--- src/rtl/inta_sequencer_pkg.sv ---
// Shared types and constants for the INTA sequencer: FSM states, level widths,
// resolver result struct and the rotating-priority rank helper.
package inta_sequencer_pkg;

   localparam int NUM_IR = 8;
   localparam int LVL_W  = 3;

   typedef enum logic [2:0] {
      IDLE,
      INT_REQ,
      ACK1,
      WAIT2,
      ACK2
   } state_t;

   typedef struct packed {
      logic             valid;
      logic [LVL_W-1:0] level;
   } find_t;

   // Distance of a level from the head of the rotating order; 0 = highest priority.
   function automatic logic [LVL_W-1:0] prio_rank(input logic [LVL_W-1:0] level,
                                                  input logic [LVL_W-1:0] lowest);
      return level - lowest - LVL_W'(1);
   endfunction

endpackage

--- src/rtl/inta_sequencer_priority_resolver.sv ---
// Rotating find-first: returns the first set bit of vec scanning from
// (lowest_prio+1) mod 8 upward and wrapping through lowest_prio.
module inta_sequencer_priority_resolver
   import inta_sequencer_pkg::*;
(
   input  logic [NUM_IR-1:0] vec,
   input  logic [LVL_W-1:0]  lowest_prio,
   output logic              valid,
   output logic [LVL_W-1:0]  level
);

   logic [LVL_W-1:0] idx;

   // Scan from the lowest-priority slot toward the head so the last hit wins.
   always_comb begin
      valid = 1'b0;
      level = '0;
      idx   = '0;
      for (int i = NUM_IR - 1; i >= 0; i--) begin
         idx = lowest_prio + LVL_W'(i + 1);
         if (vec[idx]) begin
            valid = 1'b1;
            level = idx;
         end
      end
   end

endmodule

--- src/rtl/inta_sequencer.sv ---
// Interrupt controller core: priority resolution against the ISR, INT/INTA
// two-pulse handshake, ISR ownership, EOI and priority rotation.
module inta_sequencer
   import inta_sequencer_pkg::*;
#(
   parameter int SYNC_STAGES = 2
) (
   input  logic              clk,
   input  logic              reset_n,
   input  logic [7:0]        irr,
   input  logic [7:0]        imr,
   input  logic              inta_n,
   input  logic [4:0]        vector_base,
   input  logic              aeoi,
   input  logic              eoi_cmd,
   input  logic              eoi_specific,
   input  logic              eoi_rotate,
   input  logic [2:0]        eoi_level,
   input  logic              set_prio,
   output logic              int_out,
   output logic [7:0]        isr,
   output logic [2:0]        highest_priority,
   output logic              current_pulse,
   output logic              irr_clr,
   output logic [7:0]        data_out,
   output logic              data_oe
);

   state_t state, state_n;

   logic [SYNC_STAGES-1:0] sync_q;
   logic                   inta_s, inta_d, fall, rise;

   logic [LVL_W-1:0]  lowest_prio, lowest_prio_n;
   logic              spurious, spurious_n;
   logic              int_out_n, current_pulse_n, irr_clr_n, data_oe_n;
   logic [LVL_W-1:0]  hp_n;
   logic [7:0]        data_out_n;
   logic [NUM_IR-1:0] isr_n, set_mask, clr_mask, req;
   find_t             cand, inserv;
   logic              pending;

   // inta_n is asynchronous; idle level is high so the chain resets to 1.
   always_ff @(posedge clk or negedge reset_n) begin
      if (!reset_n) begin
         sync_q <= '1;
         inta_d <= 1'b1;
      end else begin
         sync_q <= {sync_q[SYNC_STAGES-2:0], inta_n};
         inta_d <= inta_s;
      end
   end

   assign inta_s = sync_q[SYNC_STAGES-1];
   assign fall   = inta_d & ~inta_s;
   assign rise   = ~inta_d & inta_s;

   assign req = irr & ~imr;

   inta_sequencer_priority_resolver u_req_res (
      .vec         (req),
      .lowest_prio (lowest_prio),
      .valid       (cand.valid),
      .level       (cand.level)
   );

   inta_sequencer_priority_resolver u_isr_res (
      .vec         (isr),
      .lowest_prio (lowest_prio),
      .valid       (inserv.valid),
      .level       (inserv.level)
   );

   // Fully nested: a request at the in-service level does not interrupt it.
   assign pending = cand.valid &&
                    (!inserv.valid ||
                     (prio_rank(cand.level, lowest_prio) < prio_rank(inserv.level, lowest_prio)));

   always_comb begin
      state_n         = state;
      int_out_n       = int_out;
      hp_n            = highest_priority;
      current_pulse_n = current_pulse;
      irr_clr_n       = 1'b0;
      data_out_n      = data_out;
      data_oe_n       = data_oe;
      spurious_n      = spurious;
      lowest_prio_n   = lowest_prio;
      set_mask        = '0;
      clr_mask        = '0;

      case (state)
         IDLE: begin
            int_out_n = pending;
            if (pending) state_n = INT_REQ;
         end
         INT_REQ: begin
            int_out_n = 1'b1;
            if (fall) begin
               state_n   = ACK1;
               int_out_n = 1'b0;
               if (pending) begin
                  hp_n                = cand.level;
                  set_mask[cand.level] = 1'b1;
                  irr_clr_n           = 1'b1;
                  spurious_n          = 1'b0;
               end else begin
                  hp_n       = LVL_W'(NUM_IR - 1);
                  spurious_n = 1'b1;
               end
            end
         end
         ACK1: begin
            if (rise) state_n = WAIT2;
         end
         WAIT2: begin
            if (fall) begin
               state_n         = ACK2;
               current_pulse_n = 1'b1;
               data_out_n      = {vector_base, highest_priority};
               data_oe_n       = 1'b1;
            end
         end
         ACK2: begin
            if (rise) begin
               state_n         = IDLE;
               current_pulse_n = 1'b0;
               data_oe_n       = 1'b0;
               if (aeoi && !spurious) begin
                  clr_mask[highest_priority] = 1'b1;
                  if (eoi_rotate) lowest_prio_n = highest_priority;
               end
            end
         end
         default: state_n = IDLE;
      endcase

      // Software EOI may land in any state; an explicit command overrides AEOI rotation.
      if (eoi_cmd) begin
         if (eoi_specific) begin
            clr_mask[eoi_level] = 1'b1;
            if (eoi_rotate) lowest_prio_n = eoi_level;
         end else if (inserv.valid) begin
            clr_mask[inserv.level] = 1'b1;
            if (eoi_rotate) lowest_prio_n = inserv.level;
         end
      end else if (set_prio) begin
         lowest_prio_n = eoi_level;
      end

      isr_n = (isr & ~clr_mask) | set_mask;
   end

   always_ff @(posedge clk or negedge reset_n) begin
      if (!reset_n) begin
         state            <= IDLE;
         int_out          <= 1'b0;
         isr              <= '0;
         highest_priority <= '0;
         current_pulse    <= 1'b0;
         irr_clr          <= 1'b0;
         data_out         <= '0;
         data_oe          <= 1'b0;
         spurious         <= 1'b0;
         lowest_prio      <= LVL_W'(NUM_IR - 1);
      end else begin
         state            <= state_n;
         int_out          <= int_out_n;
         isr              <= isr_n;
         highest_priority <= hp_n;
         current_pulse    <= current_pulse_n;
         irr_clr          <= irr_clr_n;
         data_out         <= data_out_n;
         data_oe          <= data_oe_n;
         spurious         <= spurious_n;
         lowest_prio      <= lowest_prio_n;
      end
   end

endmodule

--- config.mk ---
export PLATFORM = sky130hd
export DESIGN_NAME = inta_sequencer
export DESIGN_NICKNAME = d
export VERILOG_FILES = /design/src/rtl/inta_sequencer_pkg.sv /design/src/rtl/inta_sequencer_priority_resolver.sv /design/src/rtl/inta_sequencer.sv
export SDC_FILE = /design/constraint.sdc
export NUM_CORES = 1
export LEC_CHECK = 0
export ABC_AREA = 1
export ABC_CLOCK_PERIOD_IN_PS = 8300
export CAP_MARGIN = 20
export CORE_MARGIN = 2
export CORE_UTILIZATION = 59
export CTS_CLUSTER_DIAMETER = 120
export DETAILED_ROUTE_END_ITERATION = 10
export GPL_ROUTABILITY_DRIVEN = 0
export PLACE_DENSITY_LB_ADDON = 0.05
export SYNTH_ARGS = -nofsm -noshare
export SYNTH_HDL_FRONTEND = slang
export SYNTH_SLANG_ARGS = --single-unit
--- constraint.sdc ---
create_clock -name clk -period 8.3 [get_ports clk]
set_input_delay 0.83 -clock clk [delete_from_list [all_inputs] [get_ports clk]]
set_output_delay 0.83 -clock clk [all_outputs]
set_load 0.02 [all_outputs]
# Word-level counts from Yosys, hierarchy flattened
# Index checks and enable logic that the tools add are counted.
dict set report word_totals {
  register_bits 32
  wordCells 182
  inputBits 32
}
dict set report classes {
  mux 107
  addsub 11
  eq_ne 9
  magnitude_cmp 17
  bitwise 11
  reduce_logical 16
}
# operator n
set op_table {}
lappend op_table {{3-bit 2-to-1 mux} 32}
lappend op_table {{8-bit 2-to-1 mux} 9}
lappend op_table {{1-bit binary-select mux with 3-bit select} 16}
lappend op_table {{3-bit by 4-bit < comparator with 1-bit output, second input constant} 12}
lappend op_table {{1-bit 2-to-1 mux} 43}
lappend op_table {{8-bit bitwise OR} 3}
lappend op_table {{8-bit AND} 2}
lappend op_table {{8-bit NOT} 2}
lappend op_table {{3-bit one-hot mux with 5 select lines} 1}
lappend op_table {{3-bit adder, second input constant} 4}
lappend op_table {{1-bit demux with 3-bit select} 4}
lappend op_table {{3-bit by 1-bit >= comparator with 1-bit output, second input constant} 4}
lappend op_table {{2-bit inequality test, second input constant} 5}
lappend op_table {{3-bit by 2-bit adder with 3-bit output, second input constant} 2}
lappend op_table {{3-bit by 2-bit == test with 1-bit output, second input constant} 2}
lappend op_table {{1-bit logical AND} 6}
lappend op_table {{3-bit by 1-bit subtractor with 3-bit output, second input constant} 2}
lappend op_table {{3-bit subtractor} 2}
lappend op_table {{5-bit AND reduction} 1}
lappend op_table {{1-bit one-hot mux with 2 select lines} 2}
lappend op_table {{2-bit AND reduction} 2}
lappend op_table {{2-bit nonzero test} 2}
lappend op_table {{3-bit by 1-bit adder with 3-bit output, second input constant} 1}
lappend op_table {{3-bit by 1-bit == test with 1-bit output, second input constant} 1}
lappend op_table {{other kinds (8)} 11}

# Logic depth before layout (Yosys ltp)
# Gate-level depths: netlist of run 1.
dict set report depth {
  ltp_word 21
  mapped_depth 30
}

# Hierarchy
# Synthesis of run 1 repeated with hierarchy kept, for this count alone.
dict set report unflattened {
  cells_unflattened 496
  hier_area_um2 3284.4
}
# module area_per_inst_um2 n_inst seq_area_each_um2 cells_each
set modules_own_cells {}
lappend modules_own_cells {inta_sequencer 1950.6 1 808.3 250}
lappend modules_own_cells {inta_sequencer_priority_resolver 666.9 2 0.0 123}

# Worst setup path after synthesis of run 1
# No wires, ideal clock.
dict set report synth_timing {
  path_type {register to register}
  start {register lowest_prio[1]}
  end {register isr[5]}
  setup_ns 0.065
  path_stages_with_launch 29
  path_slack_ns 4.103
  n_path_buf 2
  arrival_ns 4.132
  path_cell_list {dfstp_2 > inv_1 > buf_2 > ha_1 > inv_2 > buf_2 > or2_1 > o211ai_2 > nand2_1 > inv_2 > nand2_1 > nand2_1 > nand2_1 > nand2_1 > nand2_1 > nand2_1 > nand2_2 > ha_1 > fa_1 > xnor2_1 > xor2_1 > ha_1 > a21oi_1 > nand2_1 > o21ai_2 > nand3_4 > a21oi_2 > nand3_1 > nand2_1}
}
dict set report synth_via {
  elab_chain_cells 21
}
# item line_no
set synth_rtl {}
lappend synth_rtl {{start: declaration} inta_sequencer.sv:34} ;# logic [LVL_W-1:0] lowest_prio, lowest_prio_n;
lappend synth_rtl {{start signal: assignment} inta_sequencer.sv:165} ;# lowest_prio <= LVL_W'(NUM_IR - 1);
lappend synth_rtl {{start signal: assignment} inta_sequencer.sv:176} ;# lowest_prio <= lowest_prio_n;
lappend synth_rtl {{branches (longest 20 deep; another with 3-bit adder)} n/a}
lappend synth_rtl {{8-bit bitwise OR (*)} inta_sequencer.sv:151} ;# isr_n = (isr & ~clr_mask) | set_mask;
lappend synth_rtl {{net isr_n[5]} inta_sequencer.sv:39} ;# logic [NUM_IR-1:0] isr_n, set_mask, clr_mask, req;
lappend synth_rtl {{end signal: assignment} inta_sequencer.sv:169} ;# isr <= isr_n;
lappend synth_rtl {{end: declaration} inta_sequencer.sv:21} ;# output logic [7:0] isr,
# Mark *: on every way through the listed nets, which the timed path passes. The select of a mux whose other input is x is not followed.
# A chain may end at the register's enable or synchronous reset.

# Worst setup path in the final report of run 1
# Same ends and word-level chain as after synthesis.

==> reports/qor.yml, run 1 <==
route:
  avgViaCountPerCell: 5.63
  firstDrtPassIters: 5
  route.detailed.drc: 0
  post_drt_wl_per_cell_um: 14.5
  drt_first_iter_violations: 381
  vias: 3651
  drt.antenna.violating_nets: 0
  totalWireLength_mm: 9.39
setup_path:
  timing.critical_path.arrival_ps: 5510
  worstSetupStartpoint: "lowest_prio[1]$_DFF_PN1_"
  path_buf_inv: 3
  cp_max_delay_cell: "dfstp_2"
  cp_max_fo: 21
  rr_worst_depth: 26
  regToRegSetupSlack_ps: 3020
  start_kind: "flip-flop"
  crit_family: "adder cells"
  worstPathRequired_ps: 8530
  worst_r2r_endpoint: "isr[5]$_DFF_PN0_"
  cp_num_cells: 26
  worst_r2r_startpoint: "lowest_prio[1]$_DFF_PN1_"
  crit_type: "reg -> reg"
  crit_top_cell: "nand2_1"
  slowest_delay_ps: 780
  crit_path_end: "isr[5]$_DFF_PN0_"
  worst_setup_path_end_kind: "flip-flop"
finish:
  layout_cell_share_with_drive_strength_beyond_1: 0.102
  synthToLayoutAreaGrowth_pct: 19.5
  layoutNonFillerInstCount: 649
  fill_cells: 484
  antenna_cells: 0
  design.final.nets: 616
  layout_commonest_cell: "nand2_1"
  leading_cell_types_in_the_layout_fill_and_taps_excluded: "nand2_1, inv_1, nand3_1, clkdlybuf4s50_1"
place:
  port_buffers: 54
  detailed_place_hpwl_mm: 7.17
  dp_worst_setup_slack_ps: 3080
  post-place-cells: 641
sta:
  tns_ps: 0
  relSlewSlack: 0.521
  timing.final.setup_violations: 0
  timing.final.ws_setup_ps: 3020
  fin_skew_ps: 8.40
  max_freq_mhz: 190
  whs_ps: 363
  finalMaxSlewViolations: 0
  finalWorstPathRequiredPeriod_ps: 5280
  max_slew.worst_pin.slew_ps: 712
  finalCritPeriodShare: 0.636
  final_hold_viol_count: 0
  rsz0062_at_grt: "false"
hold_path:
  type_of_the_most_critical_hold_path: "reg -> reg"
synthesis:
  synth_warnings: 0
  synthDominantAreaCellType: "nand2_1"
  number_of_synthesized_flops_with_an_enable_pin: 0
  avgSynthCellArea_um2: 6.21
  seq_area_frac_synth: 0.246
  yosysTopAreaCellShare: 0.209
  synth-seq-cells: 32
  synth.top_cells.by_area: "nand2_1, dfrtp_1, nand3_1"
  synth_area_mm2: 0.00328
  ys_types: 43
  synthFlopType: "dfrtp_1"
  postSynthNetCount: 569
  synth_cells: 529
  async_reset_ff_frac: 1.00
floorplanning:
  placement_rows: 27
  floorplan.die.height_um: 78.6
  core_region_area_mm2: 0.00544
  start_util: 0.604
  die_x_um: 78.6
  io_pins: 55
  dieArea_mm2: 0.00618
pwr:
  power.sequential.fraction: 0.179
  p_total_uw: 1660
  power_switching_uw: 909
  swShare: 0.548
  power_per_cell_area_mw_per_mm2: 422
  cellInternalPower_uw: 748
  p_comb_frac: 0.731
  power.share.clock: 0.091
  largest_vdd_supply_drop_mv: 0.273
  leak_uw: 0.00203
clocking:
  total_clock_buffers_created_by_cts: 5
  clk_root_buffer_cell: "clkbuf_8"
  clkTransAtPathRegs_ps: 70
  clock_tree.htree_level_count: 2
  post_cts_hold_buffer_count: 0
  cts_buffer_depth: 2
  post_cts_resized: 0
  tritoncts: "yes"
  cts.repair_timing.setup_buffer_count: 0
  clock-sinks: 32
  worstSkewPairLatency_ps: 290
grt:
  grt_use_total: 0.309
  via_count_of_the_first_global_routing_pass: 3306
  grt_pass1_wl_mm: 15.1
  pin_count_of_the_biggest_net_entering_global_routing: 33
  number_of_antenna_violations_at_the_first_check_in_global_routing: 0
  overflow: 0
run:
  max_cap_violations: 0
run_status:
  run_status: "completed"
cells in the mapped netlist (8+ instances only):
cell	number
dfrtp_1	26
o211ai_1	9
a21oi_1	21
nand2_1	183
inv_2	13
o21bai_1	8
nand2_2	13
inv_1	63
nor2_1	26
o21ai_0	26
nand3_1	58
power groups by stage:
stage	Clock (µW)	Combinational (µW)	Sequential, µW
4_1_cts	153	1200	292
3_3_place_gp	0	1150	293
3_5_place_dp	0	1190	294
2_1_floorplan	0	860	311
6_report	150	1210	296
5_1_grt	156	1360	300
sequential cells by signal, summed over array words and instances, names as in the netlist:
register / cells
irr_clr: 1
state: 3
data_oe: 1
int_out: 1
inta_d: 1
sync_q: 2
data_out: 8
highest_priority: 3
isr: 8
lowest_prio: 3
spurious: 1
cells by family (layout without fill, tap and decap cells):
kind of cell    after synthesis  in the layout  synth area share
xor+xnor                      7              7            0.0210
simple gates                298            298             0.392
compound gates               87             87             0.166
fa+ha+maj                     8              8            0.0350
flops                        32             32             0.246
buf+inv                      91            139             0.120
mux                           6              6            0.0202
worst reg2reg max path, stage by stage (launching register included):
cell and delay (ps):
dfstp_2 780, inv_1 340, ha_1 710, inv_2 210, or2_1 310, o211ai_2 80, nand2_1 120, inv_2 80
nand2_1 50, nand2_1 50, nand2_1 40, nand2_1 50, nand2_1 50, nand2_1 120, nand2_2 120, ha_1 220
fa_1 410, xnor2_1 140, xor2_1 180, ha_1 330, a21oi_1 150, nand2_1 70, o21ai_2 100, nand3_4 150
a21oi_2 220, nand3_1 100, nand2_1 70
layer usage:
layer / routed length [µm] / global-route usage
met5: 0 / 0
met1: 3730 / 0.392
met3: 856 / 0.0379
met4: 617 / 0.202
met2: 4180 / 0.497
cell type report:
class | count | area [µm²] | area share
multi-input combinational | 406 | 2080 | 0.530
clock inverter | 3 | 42.5 | 0.0108
clock buffer | 5 | 68.8 | 0.0175
sequential | 32 | 808 | 0.206
tap | 72 | 90.1 | 0.0230
timing repair buffer | 55 | 548 | 0.140
inverter | 76 | 285 | 0.0727
how the worst min path moves through the flow:
stage | from | to | depth (start not counted)
6_report | sync_q[0]$_DFF_PN1_ | sync_q[1]$_DFF_PN1_ | 0
5_1_grt | sync_q[0]$_DFF_PN1_ | sync_q[1]$_DFF_PN1_ | 0
4_1_cts | sync_q[0]$_DFF_PN1_ | sync_q[1]$_DFF_PN1_ | 0
3_5_place_dp | sync_q[0]$_DFF_PN1_ | sync_q[1]$_DFF_PN1_ | 0
3_3_place_gp | sync_q[0]$_DFF_PN1_ | sync_q[1]$_DFF_PN1_ | 0
2_1_floorplan | sync_q[0]$_DFF_PN1_ | sync_q[1]$_DFF_PN1_ | 0
stage by stage:
stage,instance area (µm²),utilization
after detailed placement,3810,0.701
final,3930,0.722
after CTS,3930,0.722
after floorplan,3280,-
after global routing,3930,0.722
after global placement,3810,0.701
(Power assumes the default switching activity.)
==> run 2, diff against run 1 <==
--- a/config.mk
+++ b/config.mk
@@ -6,10 +6,10 @@
 export NUM_CORES = 1
 export LEC_CHECK = 0
 export ABC_AREA = 1
-export ABC_CLOCK_PERIOD_IN_PS = 8300
+export ABC_CLOCK_PERIOD_IN_PS = 4900
 export CAP_MARGIN = 20
 export CORE_MARGIN = 2
-export CORE_UTILIZATION = 59
+export CORE_UTILIZATION = 55
 export CTS_CLUSTER_DIAMETER = 120
 export DETAILED_ROUTE_END_ITERATION = 10
 export GPL_ROUTABILITY_DRIVEN = 0
==> constraint.sdc (replaced) <==
create_clock -name clk -period 4.9 [get_ports clk]
set_input_delay 0.49 -clock clk [delete_from_list [all_inputs] [get_ports clk]]
set_output_delay 0.49 -clock clk [all_outputs]
set_load 0.02 [all_outputs]
==> run 2 against run 1 <==
Setup slack worse by 2600 ps. Total power is 68% higher. First-iteration DRC count is 7.1% lower. Non-clock buffer count is 5 higher. Worst hold slack worse by 5.2 ps. Clock-buffer cell count stayed put. Maximum frequency is 19% higher. Combinational power is 73% higher. Critical path type unchanged. Highest routed layer unchanged.
==> reports/qor.yml, run 2 (synthesis gave the netlist of run 1 again) <==
sta:
  finalCritPeriodShare: 0.906  # +0.270
  max_slew.worst_pin.slew_ps: 620  # -92.1 ps
  max_freq_mhz: 225  # +19%
  rsz0062_at_grt: "false"
  relSlewSlack: 0.583  # +0.0619
  tns_ps: 0  # unchanged
  final_hold_viol_count: 0  # unchanged
  timing.final.setup_violations: 0  # unchanged
  fin_skew_ps: 5.54  # -2.86 ps
  finalWorstPathRequiredPeriod_ps: 4440  # -837 ps
  finalMaxSlewViolations: 0  # unchanged
  timing.final.ws_setup_ps: 462  # -2560 ps
finish:
  synthToLayoutAreaGrowth_pct: 20.2
  largest_registers: "data_out (8), isr (8)"
  antenna_cells: 0  # unchanged
  leading_cell_types_in_the_layout_fill_and_taps_excluded: "nand2_1, inv_1, nand3_1, clkdlybuf4s50_1"
  design.final.nets: 621  # +0.81%
  layout_commonest_cell: "nand2_1"
  layout.core_utilization: 0.675  # -0.0469
  layout_cell_share_with_drive_strength_beyond_1: 0.110  # +0.00771
  fill_cells: 512  # +5.8%
  multi_input_area_mm2: 0.00208  # unchanged
  regArea_um2: 808  # unchanged
route:
  route.detailed.drc: 0  # unchanged
  totalWireLength_mm: 9.44  # +0.52%
  post_drt_wl_per_cell_um: 14.4  # -0.70%
  firstDrtPassIters: 5  # unchanged
  vias: 3702  # +1.4%
  drt_first_iter_violations: 354  # -7.1%
  avgViaCountPerCell: 5.63  # +0.16%
  drt.antenna.violating_nets: 0  # unchanged
floorplanning:
  core_region_area_mm2: 0.00585  # +7.6%
  floorplan.die.height_um: 81.3  # +3.4%
  dieArea_mm2: 0.00661  # +6.9%
  start_util: 0.561  # -0.0425
  io_pins: 55  # unchanged
  placement_rows: 28  # +3.7%
  die_x_um: 81.3  # +3.4%
clocking:
  total_clock_buffers_created_by_cts: 5  # unchanged
  cts.repair_timing.setup_buffer_count: 0  # unchanged
  clkTransAtPathRegs_ps: 70  # about the same
  clock_tree.htree_level_count: 2  # unchanged
  tritoncts: "yes"
  clock-sinks: 32  # unchanged
  cts_buffer_depth: 2  # unchanged
  post_cts_hold_buffer_count: 0  # unchanged
  clk_root_buffer_cell: "clkbuf_8"
  worstSkewPairLatency_ps: 300  # about the same
  post_cts_resized: 0  # unchanged
setup_path:
  worst_setup_path_end_kind: "flip-flop"
  worstPathRequired_ps: 5140  # -3390 ps
  cp_max_fo: 12  # -43%
  slowest_delay_ps: 530  # -250 ps
  crit_top_cell: "nand2_1"
  timing.critical_path.arrival_ps: 4680  # -830 ps
  cp_max_delay_cell: "dfstp_2"
  crit_type: "reg -> reg"
  start_kind: "flip-flop"
grt:
  grt_use_total: 0.298  # -0.0116
  globalRouteMet1Util: 0.364  # -0.0277
  overflow: 0  # unchanged
  grt.met3_usage: 0.0422  # +0.00429
  pin_count_of_the_biggest_net_entering_global_routing: 33  # unchanged
  number_of_antenna_violations_at_the_first_check_in_global_routing: 0  # unchanged
  grt_pass1_wl_mm: 15.2  # +0.36%
  globalRoute.busiestLayer: "met2"
  grt_util_met2: 0.518  # +0.0215
  via_count_of_the_first_global_routing_pass: 3297  # -0.27%
run_status:
  run_status: "completed"
hold_path:
  type_of_the_most_critical_hold_path: "reg -> reg"
place:
  port_buffers: 54  # unchanged
  detailed_place_hpwl_mm: 7.30  # +1.9%
  dp_worst_setup_slack_ps: 512  # -2570 ps
pwr:
  largest_vdd_supply_drop_mv: 0.556  # +100%
  leak_uw: 0.00204  # +0.51%
  power_per_cell_area_mw_per_mm2: 704  # +67%
run:
  max_cap_violations: 0  # unchanged
[run 2: report_power, final]
group          internal [µW]  leakage (µW)  switching, µW
Sequential               367      0.000381            107
Combinational            766       0.00162           1320
Clock                    101     0.0000404            118
[run 2: layout make-up]
cell class	instances	share of cell area
Multi-Input combinational cell	406	0.527
Timing Repair Buffer	60	0.148
Tap cell	75	0.0238
Sequential cell	32	0.205
Inverter	76	0.0723
Clock buffer	5	0.0174
Clock inverter	3	0.00602
[run 2: metal layers]
layer	share of wire	vias up
li1	-	1817
met1	0.41	1666
met2	0.48	184
met3	0.080	35
met4	0.037	0
met5	0	-
[run 2: path summary, 6_finish.rpt]
path / from / end / slack, ps / cells after the start
min: sync_q[0]$_DFF_PN1_ / sync_q[1]$_DFF_PN1_ / 360 / 0
max in group asynchronous: reset_n / sync_q[1]$_DFF_PN1_ / 3980 / 2
max: lowest_prio[1]$_DFF_PN1_ / isr[5]$_DFF_PN0_ / 460 / 26
max reg2reg: lowest_prio[1]$_DFF_PN1_ / isr[5]$_DFF_PN0_ / 460 / 26
min in group asynchronous: reset_n / data_out[0]$_DFFE_PN0P_ / 580 / 2
min reg2reg: sync_q[0]$_DFF_PN1_ / sync_q[1]$_DFF_PN1_ / 360 / 0
[run 2: per-stage QoR]
stage | hold WS, ps | total power [µW] | std cells | instance area [µm²]
4_1_cts | 360 | 2770 | 657 | 3950
6_report | 358 | 2780 | 657 | 3950
3_3_place_gp | 347 | 2470 | 649 | 3850
5_1_grt | 367 | 3050 | 657 | 3950
2_1_floorplan | 194 | 1980 | 529 | 3280
3_5_place_dp | 349 | 2530 | 649 | 3850
[run 2: worst max-delay path, delay by kind of cell (launching register included)]
kind | cells | cell delay (ps)
adders and majority gates | 4 | 1420
DFF | 1 | 530
buffers and inverters | 3 | 310
xor gates and xnor gates | 2 | 320
AOI/OAI and AO/OA | 4 | 540
and+or+nand+nor | 13 | 1240
